--- config.mk ---
export PLATFORM = sky130hd
export DESIGN_NAME = ram_req_responder
export DESIGN_NICKNAME = d
export VERILOG_FILES = /design/src/rtl/mem_if_pkg.sv /design/src/rtl/mem_byte_array.sv /design/src/rtl/ram_req_responder.sv
export SDC_FILE = /design/constraint.sdc
export NUM_CORES = 2
export LEC_CHECK = 0
export BUFFER_PORTS_ARGS = -buffer_cell sky130_fd_sc_hd__buf_2
export CORE_MARGIN = 2
export CORE_UTILIZATION = 39
export DETAILED_ROUTE_END_ITERATION = 6
export PLACE_DENSITY = 0.51
export SETUP_SLACK_MARGIN = 0.05
export SYNTH_ARGS = -nofsm -noshare
export SYNTH_HDL_FRONTEND = slang
export SYNTH_SLANG_ARGS = --single-unit
--- constraint.sdc ---
create_clock -name clk -period 4.2 [get_ports clk]
set_input_delay 0.63 -clock clk [delete_from_list [all_inputs] [get_ports clk]]
set_output_delay 0.63 -clock clk [all_outputs]
set_load 0.05 [all_outputs]
--- src/rtl/mem_if_pkg.sv ---
// Shared definitions for the MEM-stage data port: responder FSM states,
// request encodings and byte-lane helpers used by both initiator and responder.
package mem_if_pkg;

  typedef enum logic [1:0] {
    ST_IDLE = 2'd0,
    ST_XFER = 2'd1,
    ST_RESP = 2'd2
  } state_t;

  localparam logic RW_READ   = 1'b0;
  localparam logic RW_WRITE  = 1'b1;
  localparam logic SIZE_BYTE = 1'b0;
  localparam logic SIZE_WORD = 1'b1;

  function automatic logic [1:0] lastBeatIdx(input logic size);
    return (size == SIZE_WORD) ? 2'd3 : 2'd0;
  endfunction

  // Big-endian: beat 0 of a word carries the MSB lane (3); bytes use lane 0.
  function automatic logic [1:0] laneOf(input logic size, input logic [1:0] cnt);
    return (size == SIZE_WORD) ? (2'd3 - cnt) : 2'd0;
  endfunction

endpackage

--- src/rtl/mem_byte_array.sv ---
// DEPTH x 8 byte array: synchronous write, combinational read. Storage is
// never reset so contents survive a responder reset.
module mem_byte_array #(
  parameter int DEPTH  = 256,
  parameter int ADDR_W = 8
) (
  input  logic              i_clk,
  input  logic              i_we,
  input  logic [ADDR_W-1:0] i_addr,
  input  logic [7:0]        i_wdata,
  output logic [7:0]        o_rdata
);

  logic [7:0] Mem [0:DEPTH-1];

  always_ff @(posedge i_clk) begin
    if (i_we) begin
      Mem[i_addr] <= i_wdata;
    end
  end

  assign o_rdata = Mem[i_addr];

endmodule

--- src/rtl/ram_req_responder.sv ---
// Byte-serial req/ack responder for the MEM-stage data port: byte and word
// accesses to a big-endian byte array, one byte per cycle.
module ram_req_responder
  import mem_if_pkg::*;
#(
  parameter int DEPTH  = 256,
  parameter int ADDR_W = 8
) (
  input  logic              clk,
  input  logic              R,
  input  logic              req,
  input  logic              RW,
  input  logic              Size,
  input  logic [ADDR_W-1:0] Addd,
  input  logic [31:0]       DI,
  output logic              ack,
  output logic              err,
  output logic              busy,
  output logic [31:0]       DO
);

  state_t r_state;
  state_t w_nextState;

  logic              r_rw;
  logic              r_size;
  logic [ADDR_W-1:0] r_addr;
  logic [31:0]       r_di;
  logic [1:0]        r_cnt;
  logic              r_ack;
  logic              r_err;
  logic              r_busy;
  logic [31:0]       r_do;

  logic              w_misaligned;
  logic              w_lastBeat;
  logic              w_accept;
  logic              w_beat;
  logic              w_we;
  logic [ADDR_W-1:0] w_beatAddr;
  logic [1:0]        w_lane;
  logic [7:0]        w_wbyte;
  logic [7:0]        w_rbyte;

  assign w_misaligned = (Size == SIZE_WORD) && (Addd[1:0] != 2'b00);
  assign w_lastBeat   = (r_cnt == lastBeatIdx(r_size));
  assign w_beatAddr   = r_addr + ADDR_W'(r_cnt);
  assign w_lane       = laneOf(r_size, r_cnt);
  assign w_wbyte      = r_di[8*w_lane +: 8];
  assign w_we         = w_beat && (r_rw == RW_WRITE);

  mem_byte_array #(
    .DEPTH  (DEPTH),
    .ADDR_W (ADDR_W)
  ) u_array (
    .i_clk   (clk),
    .i_we    (w_we),
    .i_addr  (w_beatAddr),
    .i_wdata (w_wbyte),
    .o_rdata (w_rbyte)
  );

  always_ff @(posedge clk or negedge R) begin
    if (!R) begin
      r_state <= ST_IDLE;
    end else begin
      r_state <= w_nextState;
    end
  end

  always_comb begin
    w_nextState = r_state;
    w_accept    = 1'b0;
    w_beat      = 1'b0;
    case (r_state)
      ST_IDLE: begin
        if (req) begin
          w_accept    = 1'b1;
          w_nextState = w_misaligned ? ST_RESP : ST_XFER;
        end
      end
      ST_XFER: begin
        w_beat = 1'b1;
        if (w_lastBeat) begin
          w_nextState = ST_RESP;
        end
      end
      ST_RESP: begin
        w_nextState = ST_IDLE;
      end
      default: begin
        w_nextState = ST_IDLE;
      end
    endcase
  end

  // Handshake outputs are registered from the next state so they line up with it.
  always_ff @(posedge clk or negedge R) begin
    if (!R) begin
      r_rw   <= RW_READ;
      r_size <= SIZE_BYTE;
      r_addr <= '0;
      r_di   <= '0;
      r_cnt  <= '0;
      r_ack  <= 1'b0;
      r_err  <= 1'b0;
      r_busy <= 1'b0;
      r_do   <= '0;
    end else begin
      r_ack  <= (w_nextState == ST_RESP);
      r_err  <= w_accept && w_misaligned;
      r_busy <= (w_nextState != ST_IDLE);
      if (w_accept) begin
        r_rw   <= RW;
        r_size <= Size;
        r_addr <= Addd;
        r_di   <= DI;
        r_cnt  <= '0;
      end
      if (w_beat) begin
        r_cnt <= r_cnt + 2'd1;
        if (r_rw == RW_READ) begin
          if (r_size == SIZE_BYTE) begin
            r_do <= {24'b0, w_rbyte};
          end else begin
            r_do[8*w_lane +: 8] <= w_rbyte;
          end
        end
      end
    end
  end

  assign ack  = r_ack;
  assign err  = r_err;
  assign busy = r_busy;
  assign DO   = r_do;

endmodule

* Word level (Yosys, flattened, before mapping)
Memories as Yosys holds them, arrays and structs flattened.
Index checks and enable logic that the tools add are counted.
** Operators by class
- $add $sub $neg :: 4
- Multipliers :: 0
- Div/mod/pow operators :: 0
- Magnitude comparators :: 0
- Equal/unequal tests :: 3
- Shift-type cells :: 3
- Muxes and demuxes :: 15
- Bitwise logic cells :: 1
- Reductions and logical operators :: 8
** Operators by type and width (count)
- 5-bit negator with 34-bit output :: 1
- 8-bit by 34-bit variable shift with 32-bit output (first input constant) :: 1
- 8-bit by 34-bit variable part select with 32-bit output :: 1
- 32-bit bitwise mux :: 1
- 32-bit two-way mux :: 1
- 32-bit by 6-bit variable part select with 8-bit output :: 1
- 2-bit two-way mux :: 7
- 8-bit by 2-bit adder with 8-bit output :: 1
- 2-bit nonzero test :: 3
- 1-bit two-way mux :: 5
- 2-bit one-hot mux with 2 select lines :: 1
- 1-bit logical AND :: 3
- 2-bit by 1-bit adder with 2-bit output (second input constant) :: 1
- 2-bit by 1-bit equality test with 1-bit output (second input constant) :: 1
- 2-bit equality test :: 1
- 2-bit equality test (second input constant) :: 1
- 2-bit zero test :: 1
- 2-bit AND reduction :: 1
- 2-bit subtractor (first input constant) :: 1
- 1-bit inverter :: 1
** Word-level totals
- Bits in registers :: 81
- Bits in latches :: 0
- RAM bits :: 2048
- ROM bits :: 0
- Input port bits :: 45
- Output and inout bits :: 35
- Memories kept :: 1
** Memories
- u_array.Mem :: words 256, bits a word 8, read ports 1, clocked after memory_dff 0, wr ports 1, RTL line mem_byte_array.sv:14 : logic [7:0] Mem [0:DEPTH-1];

* Logic depth before layout (Yosys ltp)
- Depth in word-level cells :: 6
- Gate-level depth with buffers :: 16
- Mapped depth without buffers :: 10

* Cells and area by module
A second synthesis with hierarchy kept.
** Second synthesis, totals
- Cells, all modules :: 3814
- Area total of the unflattened synthesis :: 81974.9 um2
** Modules (own cells, without submodules)
- mem_byte_array :: times used 1, cells an instance 3539, area an instance 78332.6 um2
- ram_req_responder :: times used 1, cells an instance 275, area an instance 3642.2 um2

* Least setup slack after synthesis
Ideal clock, no wire load.
- Path kind :: register to register
- Start point :: reg r_cnt[0]
- End point :: mem u_array.Mem[0][0] (data pin)
- Data arrival time :: 3.182 ns
- Required time :: 3.648 ns
- Slack :: 0.467 ns
- Cell stages (with the launch flop) :: 5
- Buffers on the path :: 1
- Cell sequence :: dfrtp_1 -> inv_1 -> ha_1 -> buf_1 -> mux4_2
** Between the ends
- Word-level cells in the longest chain between the ends :: 3
** RTL lines
- start, declared :: RTL line ram_req_responder.sv:29 : logic [1:0] r_cnt;
- start signal, assigned :: RTL line ram_req_responder.sv:121 : r_cnt <= r_cnt + 2'd1;
- 2-bit subtractor :: RTL line mem_if_pkg.sv:22 : return (size == SIZE_WORD) ? (2'd3 - cnt) : 2'd0;
- 2-bit two-way mux :: RTL line mem_if_pkg.sv:22
- 32-bit by 6-bit variable part select with 8-bit output :: RTL line ram_req_responder.sv:49 : assign w_wbyte = r_di[8*w_lane +: 8];
- named net u_array.i_wdata[0] :: RTL line mem_byte_array.sv:10 : input logic [7:0] i_wdata,
- end, declared :: RTL line mem_byte_array.sv:14
The timed path passes the listed nets, and every way through them passes these cells.

* Worst setup path after layout
- Start point :: reg r_cnt[0]
- End point :: reg r_do[6], in the netlist DO[6]
** Between the ends
- Word-level cells in the longest chain between the ends :: 6
- Elaborated cells between the ends (all ways) :: 9
- Classes of those cells :: add/sub (3); shift (2); mux (3); memory (1)
** RTL lines
- parallel branches: the longest is 5 deep, another holds 8-bit by 2-bit adder with 8-bit output
- 32-bit two-way mux * :: RTL line ram_req_responder.sv:123 : if (r_size == SIZE_BYTE) begin
- end signal, assigned :: RTL line ram_req_responder.sv:124 : r_do <= {24'b0, w_rbyte};
- end signal, assigned by index :: RTL line ram_req_responder.sv:126 : r_do[8*w_lane +: 8] <= w_rbyte;
- end, declared :: RTL line ram_req_responder.sv:33 : logic [31:0] r_do;
Every way passes the cells marked *.
A chain may end at the register's enable or synchronous reset.

==> metrics <==
First DRT Iteration DRCs=5,152; gate count of the mapped netlist=4,427; Critical Path Sink Type=flip-flop; Rows=170; CORE AREA=215,000 um^2; GRT Util Overall=22.5%; Synth area leader=edfxtp_1; Hold Path Class=in -> reg; initial antenna violation count=9; cell family with the largest share of critical-path delay=buffers and inverters; cell mode on critical path=buf_4; worst skew pair latency=0.88 ns; crit path kind=reg -> reg; CTS root buf=clkbuf_16; Crit Path Max Fanout=8; Worst Path Arrival=4.91 ns; antenna viol nets, final=0; CP required=4.98 ns; critical path launch point type=flip-flop; DIE AREA=220,000 um^2; Worst Hold Depth=5; slowest library cell on the worst path=fa_4; nets=5,291; net count after synthesis=4,481; post-synthesis sequential area ratio=75.5%; Num CTS Buffers=220; maxcap violations=0; top cell type's share of synthesized area=73.1%; placed instance area=92,600 um^2; CTS tree=built; Synth Register Bits=2,129; largest net degree at the start of global routing=185; cell area after layout=101,000 um^2; Final Hold Fails=0; I/O pin total=80; mean post-synth cell area=19.0 um^2; Worst-path clk slew=0.06 ns; first-pass GRT wire length=352 mm; DIE WIDTH=469 um; endpoints failing setup=0; worst reg2reg path startpoint=r_cnt[0]; GPL Wtd Cong=0.882; worst-margin pin slew=1.49 ns; drt first pass iters=6; Distinct cells, synth=98; Final HPWL DP=160 mm; Post-synth EDFFs=2,048; Total Routed Length=252 mm; largest cells by area after synthesis=edfxtp_1, mux4_2, dfrtp_1; crit-path cells=ha_4 > fa_4 > buf_12 > buf_4 > clkbuf_16 > buf_4 > nor2_1 > buf_4 > a22o_1 > o32ai_1 > a2111oi_4 > nand4_1 > buf_6 > o31ai_2; WP buf/inv=6; vias in the first global route=46,169; hold path startpoint=req; internal reg-to-reg setup slack=0.07 ns; CP peak stage delay=0.78 ns; Warnings, synthesis=0; relative slew slack=0.634%; Layout Utilization=47.3%; endpoint with the worst hold slack=r_state[0]; Worst Reg2Reg Path Length in Cells=14; Slew Limit Fails=0; DR vias/cell=5.61; Die Y=469 um; Period minus WS final=4.13 ns; CTS H-tree lvls=4; Clock Path Buffers=3; worst r2r dst=DO[6]; clk sink count=2,129; fill count=18,028; RSZ-0062 raised after global routing=yes; status=complete, no violations; drt wl/cell=30.5 um; Setup crit start=r_cnt[0]; Non-Filler Instances=8,263; remaining global-route overflow=0; Final period util=98.3%; main flop type after synthesis=edfxtp_1; Sum Neg Setup Slack=0 ns; area delta synth->final=20.6%; Max Clk Rate=242 MHz; placed cells=7,740; layout cells sized above 1=32.0%; starting density of the core=39.2%; IO buf count=79; ys async rst share=3.80%; via count=46,345; DRC violations left=0; Syn Std Cell Area=84,200 um^2; Clock Skew=0.0566 ns
==> cell usage after synthesis, types with 9 or more instances <==
library cell / n
edfxtp_1: 2048
nand2_1: 483
mux4_2: 428
nor2_1: 315
nand3_1: 130
mux2i_1: 119
clkbuf_1: 92
dfrtp_1: 81
buf_2: 58
a21oi_1: 56
buf_4: 48
mux2_2: 47
buf_6: 42
and3_1: 34
a31oi_1: 31
a22oi_1: 28
a22o_1: 26
o21ai_0: 25
a32oi_1: 23
buf_1: 22
o22ai_1: 21
nand2b_1: 20
a211oi_1: 17
nand4_1: 16
nor3_1: 12
mux4_1: 11
and2_1: 10
a221oi_1: 9
or2_2: 9
==> worst min-delay path, stage by stage <==
cell	delay (ns)
buf_2	0.09
nand2_1	0.05
nor2_1	0.09
a21oi_1	0.06
nor2_1	0.08
==> kinds of logic after synthesis <==
group	Yosys count	share of synthesized area [%]
xor gates and xnor gates	6	0.107
AOI/OAI and AO/OA	326	2.86
DFF	2129	75.5
adders and majority gates	9	0.143
buffers and inverters	282	2.13
and+or+nand+nor	1070	5.46
muxes	605	13.8
==> layout make-up <==
| class | instances | area, um^2 | share of cell area (%) |
|---|---|---|---|
| multi-input combinational | 2016 | 19500 | 19.2 |
| sequential | 2129 | 63500 | 62.6 |
| clock inverter | 133 | 1100 | 1.08 |
| inverter | 5 | 18.8 | 0.0185 |
| antenna | 2 | 5.00 | 0.00493 |
| timing repair buffer | 865 | 7970 | 7.85 |
| clock buffer | 275 | 5850 | 5.76 |
| tap | 2838 | 3550 | 3.50 |
==> worst max path at each step <==
stage                        end  depth (start not counted)
6_report                   DO[6]                         14
5_1_grt                    DO[6]                         14
2_1_floorplan  u_array.Mem[0][0]                          4
4_1_cts                    DO[1]                         11
3_3_place_gp              DO[23]                         15
3_5_place_dp              DO[23]                         15
==> flip-flops by register name (all words and copies together) (netlist names) <==
register,flops
ack,1
r_rw,1
r_state,2
r_cnt,2
DO,32
r_di,32
r_size,1
u_array.Mem,2048
err,1
busy,1
r_addr,8
==> cells in the final DEF (no fill, tap or decap), types with 49 or more instances in the layout <==
master and n:
a21oi_1 49, buf_12 82, buf_2 78, buf_4 621
clkbuf_16 234, clkinv_1 51, dfrtp_1 81, edfxtp_1 2048
mux2i_1 118, mux4_2 420, nand2_1 469, nand3_1 124
nor2_1 310
==> metrics by stage <==
step	hold slack (ns)	worst slack [ns]
floorplan	0.334	0.467
global placement	0.469	-0.205
detailed placement	0.482	-0.243
CTS	0.0914	0.0495
global route	0.142	-0.0216
finish	0.166	0.0718
==> what timing repair did <==
action | CTS | global route
pin swaps | 6 | 25
endpoints found under the hold margin | 120 | 0
setup endpoints to repair | 32 | 32
resized for setup | 12 | 122
hold buffers | 40 | 0
gates cloned | 3 | 11
buffers inserted | 5 | 56
==> metal layers <==
metal	vias up	track usage, %	wire [um]
li1	19442	-	-
met1	24801	32.4	110000
met2	1764	35.2	118000
met3	338	3.44	16300
met4	0	7.37	7820
met5	-	0	0
Power is left out: the tool's default activity adds up to more than one toggle a clock period on the data nets, which glitch-free logic cannot reach.
